`config.mk`:
```
export PLATFORM = sky130hd
export DESIGN_NAME = qpd_sweep_sequencer
export DESIGN_NICKNAME = d
export VERILOG_FILES = /design/src/rtl/qpd_sweep_sequencer.sv
export SDC_FILE = /design/constraint.sdc
export NUM_CORES = 1
export LEC_CHECK = 0
export CORE_MARGIN = 2
export CORE_UTILIZATION = 49
export CTS_CLUSTER_SIZE = 14
export DETAILED_ROUTE_END_ITERATION = 10
export PLACE_DENSITY = 0.75
export SLEW_MARGIN = 20
export SYNTH_ARGS = -nofsm -noshare
export SYNTH_HDL_FRONTEND = slang
export SYNTH_SLANG_ARGS = --single-unit
```
`constraint.sdc`:
```
create_clock -name sclock -period 5.5 [get_ports sclock]
set_input_delay 0.825 -clock sclock [delete_from_list [all_inputs] [get_ports sclock]]
set_output_delay 0.825 -clock sclock [all_outputs]
set_load 0.05 [all_outputs]
```
`src/rtl/qpd_sweep_sequencer.sv`:
```
// rtl/qpd_sweep_sequencer.sv - quarter-period-delay trigger sequencer over a delay/average sweep
// Optional acquisition-ack timeout is enabled by defining QPD_SEQ_TIMEOUT_EN.
module qpd_sweep_sequencer #(
  parameter int DELAY_W        = 8,
  parameter int POINT_W        = 8,
  parameter int AVG_W          = 8,
  parameter int TIMEOUT_CYCLES = 100000
) (
  input  logic               sclock,
  input  logic               rst_n,
  input  logic               start,
  input  logic               abort,
  input  logic               rt,
  input  logic [DELAY_W-1:0] delay_start,
  input  logic [DELAY_W-1:0] delay_step,
  input  logic [POINT_W-1:0] num_points,
  input  logic [AVG_W-1:0]   num_avg,
  input  logic               acq_done,
  output logic               trigger,
  output logic [DELAY_W-1:0] cur_delay,
  output logic [POINT_W-1:0] point_idx,
  output logic [AVG_W-1:0]   avg_idx,
  output logic               busy,
  output logic               done,
  output logic               err
);

  typedef enum logic [2:0] {
    S_IDLE, S_ARM, S_DELAY, S_FIRE, S_WAIT_ACK, S_NEXT, S_DONE
  } state_t;

  state_t             state, state_nx;
  logic               rt_d;
  logic               rt_edge, delay_hit, avg_more, pt_more, to_hit;
  logic [DELAY_W-1:0] step_r, dcnt;
  logic [POINT_W-1:0] npts_r;
  logic [AVG_W-1:0]   navg_r;

  assign rt_edge   = rt & ~rt_d;
  // Compare one ahead so FIRE lands exactly cur_delay cycles after the edge cycle's successor.
  assign delay_hit = (dcnt + DELAY_W'(1)) == cur_delay;
  assign avg_more  = (avg_idx + AVG_W'(1)) != navg_r;
  assign pt_more   = (point_idx + POINT_W'(1)) != npts_r;

  assign trigger = (state == S_FIRE) && !abort;
  assign done    = (state == S_DONE) && !abort;
  assign busy    = (state != S_IDLE);

  always_comb begin
    state_nx = state;
    case (state)
      S_IDLE:     if (start) state_nx = (num_points == '0 || num_avg == '0) ? S_DONE : S_ARM;
      S_ARM:      if (rt_edge) state_nx = (cur_delay == '0) ? S_FIRE : S_DELAY;
      S_DELAY:    if (delay_hit) state_nx = S_FIRE;
      S_FIRE:     state_nx = S_WAIT_ACK;
      S_WAIT_ACK: begin
        if (acq_done)    state_nx = S_NEXT;
        else if (to_hit) state_nx = S_IDLE;
      end
      S_NEXT:     state_nx = (avg_more || pt_more) ? S_ARM : S_DONE;
      S_DONE:     state_nx = S_IDLE;
      default:    state_nx = S_IDLE;
    endcase
    if (abort) state_nx = S_IDLE;
  end

  always_ff @(posedge sclock or negedge rst_n) begin
    if (!rst_n) begin
      state     <= S_IDLE;
      rt_d      <= 1'b0;
      step_r    <= '0;
      dcnt      <= '0;
      npts_r    <= '0;
      navg_r    <= '0;
      cur_delay <= '0;
      point_idx <= '0;
      avg_idx   <= '0;
    end else begin
      state <= state_nx;
      rt_d  <= rt;
      if (!abort) begin
        case (state)
          S_IDLE: if (start) begin
            step_r    <= delay_step;
            npts_r    <= num_points;
            navg_r    <= num_avg;
            cur_delay <= delay_start;
            point_idx <= '0;
            avg_idx   <= '0;
          end
          S_ARM:   if (rt_edge) dcnt <= '0;
          S_DELAY: dcnt <= dcnt + DELAY_W'(1);
          S_NEXT: begin
            if (avg_more) begin
              avg_idx <= avg_idx + AVG_W'(1);
            end else if (pt_more) begin
              avg_idx   <= '0;
              point_idx <= point_idx + POINT_W'(1);
              cur_delay <= cur_delay + step_r;
            end
          end
          default: ;
        endcase
      end
    end
  end

`ifdef QPD_SEQ_TIMEOUT_EN
  localparam int TO_W = $clog2(TIMEOUT_CYCLES + 1);

  logic [TO_W-1:0] to_cnt;
  logic            err_r;

  assign to_hit = (to_cnt == TO_W'(TIMEOUT_CYCLES - 1));
  assign err    = err_r;

  always_ff @(posedge sclock or negedge rst_n) begin
    if (!rst_n) begin
      to_cnt <= '0;
      err_r  <= 1'b0;
    end else if (!abort) begin
      if (state == S_IDLE && start) err_r <= 1'b0;
      if (state == S_FIRE) begin
        to_cnt <= '0;
      end else if (state == S_WAIT_ACK && !acq_done) begin
        if (to_hit) err_r  <= 1'b1;
        else        to_cnt <= to_cnt + TO_W'(1);
      end
    end
  end
`else
  assign to_hit = 1'b0;
  assign err    = 1'b0;
`endif

endmodule

```
======== Yosys cells after proc, flatten, opt, wreduce, memory -nomap -nowiden ========
Cells that the tools add are included.
storage, ports and cells
  register bits after elaboration ......... 60
  bits in latches ......................... 0
  RAM bits ................................ 0
  memory bits (read-only) ................. 0
  input port bits ......................... 38
  output and inout port bits .............. 28
  logic and storage cells ................. 73
  memories ................................ 0
operators by class
  add/subtract/negate cells ............... 4
  multipliers ............................. 0
  div/mod/pow operators ................... 0
  magnitude comparators ................... 0
  equal/unequal tests ..................... 18
  shift operators ......................... 0
  multiplexer cells ....................... 22
  bitwise gates (word level) .............. 3
  reduce and logical (&&, ||, !) cells .... 17
operator list
  cell                                           count
  two-way mux 8 bit                              9
  case mux 8 bit (2 select lines)                4
  adder 8 x 1 -> 8 bit, second input constant    3
  logical NOT 8 bit                              3
  two-way mux 3 bit                              7
  case mux 3 bit (6 select lines)                1
  != test 8 bit                                  2
  != test 3 bit, second input constant           5
  == test 3 bit, second input constant           3
  adder 8 bit                                    1
  == test 8 bit                                  1
  != test 2 bit, second input constant           4
  AND reduction 4 bit                            2
  == test 3 x 2 -> 1 bit, second input constant  2
  AND reduction 3 bit                            2
  AND reduction 5 bit                            1
  nonzero test 2 bit                             2
  == test 3 x 1 -> 1 bit, second input constant  1
  logical NOT 3 bit                              1
  nonzero test 3 bit                             1
  logical AND 1 bit                              2
  logical OR 1 bit                               2
  NOT 1 bit                                      2
  AND 1 bit                                      1
  other kinds (2)                                2

======== Logic depth before layout (Yosys ltp) ========
  word-level depth ........................ 6
  depth in mapped cells ................... 10
  depth with buffers taken out ............ 10

======== Worst setup path after synthesis ========
No wires, ideal clock.
  path type ............................... flip-flop to flip-flop
  from .................................... register avg_idx[0]
  to ...................................... register cur_delay[2]
  setup time .............................. 0.125 ns
  arrival ................................. 2.659 ns
  data required time ...................... 5.375 ns
  path slack .............................. 2.716 ns
  cell stages (with the launch flop) ...... 9
  buffers on the path ..................... 0
  period minus slack after synthesis ...... 2.784 ns
  path through ............................ dfrtp_1 > ha_1 > nand3_1 > or4b_1 > o22ai_2 > o21ai_2 > a21o_4 > o21ai_4 > mux2_2
between the ends
  cells in the longest elaborated chain, start to end .. 4
RTL lines
  what                           line  source
  start, declared                22    output logic [AVG_W-1:0] avg_idx,
  start signal, assigned         95    avg_idx <= avg_idx + AVG_W'(1);
  adder 8 x 1 -> 8 bit           42    assign avg_more = (avg_idx + AVG_W'(1)) != navg_r;
  != test 8 bit                  42
  != test 2 bit (no line)        -
  AND reduction 5 bit (no line)  -
  end signal, assigned           87    cur_delay <= delay_start;
  end signal, assigned           99    cur_delay <= cur_delay + step_r;
  end, declared                  20    output logic [DELAY_W-1:0] cur_delay,
Every way passes these cells.
A chain may end at the register's enable or synchronous reset.

======== Worst setup path in the final report ========
  from .................................... input abort
  to ...................................... output trigger
between the ends
  cells in the longest elaborated chain, start to end .. 2
RTL lines
  what               line  source
  start, declared    12    input logic abort,
  logical NOT 1 bit  -
  logical AND 1 bit  45    assign trigger = (state == S_FIRE) && !abort;
  end, declared      19    output logic trigger,
Every way passes these cells.

==> flow_summary.yaml <==
worst_setup_path:
  worst-setup-path-type: "input port to output pin"
  cp_common_cell: "clkdlybuf4s50_1"
  slowest_stage: "clkdlybuf4s50_1"
  crit_chain: "clkdlybuf4s50_1, nor2_1, nand3_1, inv_1, clkdlybuf4s50_1"
  reg2reg_depth: 8
  cp.arrival_ps: 2720
  startpoint: "abort"
  cp-end-kind: "output pin"
  critPathLaunchType: "input port"
  crit_fanout: 10
  slowest_delay_ps: 800
  rr_startpoint: "avg_idx[0]"
  crit_required_ps: 4680
power:
  p_leak_nw: 1.86
  power.density_nw_per_um2: 476
  ir_drop_uv: 244
yosys:
  syn_nets: 461
  synth_edf_count: 0
  synth_flop_cell: "dfrtp_1"
  syn_inst: 412
  seq_area_frac_synth_pct: 39.2
  synth_top_family_by_area: "compound AO/OA/AOI/OAI gates"
  synthAdderAreaFrac_pct: 3.78
  synthSimpleGateAreaFrac_pct: 17.2
  synth_cell_types: 61
  async_flop_share_pct: 100
  syn_area_per_cell_um2: 9.31
  yosysTopAreaCell: "dfrtp_1"
  synth_warnings: 0
  synth-compound-area-share_pct: 19.8
  synthXorXnorAreaFrac_pct: 7.54
  synth_area_leaders: "dfrtp_1 39%, mux2_2 7.3%, xnor2_1 5.0%, nand2_1 3.4%, o21ai_0 3.4%"
  syn_area_um2: 3830
  yosys.area.top_type_share_pct: 39.2
  synthMuxAreaShare_pct: 8.16
  yosys_register_bits: 60
die:
  die_x_um: 92.5
  start_util_pct: 50.1
  die-area_um2: 8550
  coreArea_um2: 7650
  fp-row-count: 32
  ios: 66
  fp.dieH_um: 92.5
clock_tree:
  cts_resized: 0
  clkSlewWorstSetupHoldPaths_ps: 70
  hold_buffers: 0
  cts_root_buf: "clkbuf_8"
  clk_latency_ps: 340
  clock_sinks: 60
  cts_tree: "yes"
  cts_setup_buffers: 0
  cts_buffer_depth: 2
  cts_buffers: 9
  htreeDepth: 3
global_route:
  grt_max_degree: 61
  grt_use_met3_pct: 4.39
  met2_usage_pct: 38.7
  overflow: 0
  grt.busiest_layer: "met2"
  grt_pass1_vias: 3373
  antenna_found_initial: 0
  use_met1_pct: 32.3
  grt_pass1_wl_um: 16400
  grtUsageTotal_pct: 24.2
sta:
  setup_viol: 0
  finalSetupTns_ps: 0
  period_needed_ps: 3550
  tightest_slew_ps: 806
  fin_crit_sh_pct: 64.5
  relSlewSlack_pct: 46.1
  skew_ps: 9.93
  hold_viol_final: 0
  drv_slew: 0
  layout_setup_ws_ps: 1950
  timing.fmax_mhz: 282
  grt_setup_unrepaired: "false"
cells_and_area:
  num-nets-final: 522
  area_delta_synth_final_pct: 24.3
  fin_area_um2: 4770
  n_antenna_cell: 0
  drive_gt1_share_pct: 11.7
  nFillCells: 658
  final_cell_mix: "63 x clkdlybuf4s50_1, 60 x dfrtp_1, 35 x nand2_1"
  final_common_cell: "clkdlybuf4s50_1"
hold_path:
  min-delay-start: "step_r[6]"
  hp-class: "flip-flop to flip-flop"
  hold_path_depth: 1
routing:
  viasPerCell: 5.92
  routed_wl_um: 9800
  wl_per_cell_um: 16.9
  dr.pass1.iters: 4
  first_iter_violations: 234
  antenna_left: 0
  vias: 3431
  post-route-drc-count: 0
place:
  port_buffers: 64
  globalplace.congestion: 0.919
  pre_cts_ws_ps: 1960
  dp.final_hpwl_um: 6800
  place_area_um2: 4540
run_status:
  status: "finished, final reports clean"
run:
  max_cap_viol_count: 0
[power by group]
group	internal, mW	switching (mW)
clock network	0.300	0.178
registers	0.583	0.187
logic	0.460	0.563
total	1.34	0.928
[stage by stage]
stage,power [mW],cells,utilization (%),hold slack (ps)
floorplan,1.50,412,-,485
detailed placement,1.79,564,59.3,508
global route,2.43,580,62.4,539
CTS,2.27,580,62.4,524
finish,2.27,580,62.4,519
global placement,1.75,564,59.3,503
[cell families after synthesis]
group | Yosys count
DFF | 60
and+or+nand+nor | 131
muxes | 28
buffers and inverters | 39
other | 1
xor gates and xnor gates | 33
AOI/OAI and AO/OA | 109
adders and majority gates | 11
[sequential cells by signal (all words and copies together), names as in the netlist, 3 cells and up]
signal     flops
avg_idx        8
navg_r         8
state          3
dcnt           8
cur_delay      8
point_idx      8
npts_r         8
step_r         8
[path summary, 6_finish.rpt]
| check | endpoint | slack, ps |
|---|---|---|
| max in group asynchronous | point_idx[0] | 4330 |
| min in group asynchronous | step_r[0] | 620 |
| worst max-delay path | trigger | 1950 |
| worst max register to register | cur_delay[6] | 2520 |
| worst min register to register | step_r[6] | 520 |
| worst min-delay path | step_r[6] | 520 |
[synthesized netlist by cell type (2+ instances only)]
cell type  number
or3_1           5
o211ai_1        4
and3_1          4
o21ai_0        26
xor2_1         11
buf_6           2
nand3_1        13
nor2_1         27
nor3b_1         2
or2_2           2
a21oi_1        17
and4_1          2
a31o_2          2
a21o_1          3
nor2b_1         3
a211oi_1       10
nor4_1          7
o21a_1          5
xnor2_1        22
o22ai_1         4
nor3_1         12
a211o_1         2
mux2_2         25
nand4_1         9
o31ai_1         5
clkbuf_1       11
a2111oi_0       2
a41oi_1         2
a31oi_2         2
nand2b_1        3
ha_1           10
inv_1          23
a31oi_1        11
buf_1           2
nand2_1        35
or4b_1          2
mux2i_1         2
dfrtp_1        60
[critical path, delay by kind of cell]
kind	cells	cell delay, ps
and+or+nand+nor	2	420
buffers and inverters	3	1470
[metal layers]
layer	vias to the layer above	share of wire, %
met5	-	0
met4	0	1.7
met3	18	5.0
met2	122	48
met1	1651	45
li1	1640	-
[cell type report]
class                           count  area [µm²]  share of cell area [%]
Inverter                           23        86.3                    1.81
Sequential cell                    60        1500                    31.5
Tap cell                          102         128                    2.68
Clock inverter                      5         100                    2.10
Timing Repair Buffer               66         651                    13.6
Multi-Input combinational cell    313        2170                    45.5
Clock buffer                       11         131                    2.76
Power figures use the tool's default switching activity.
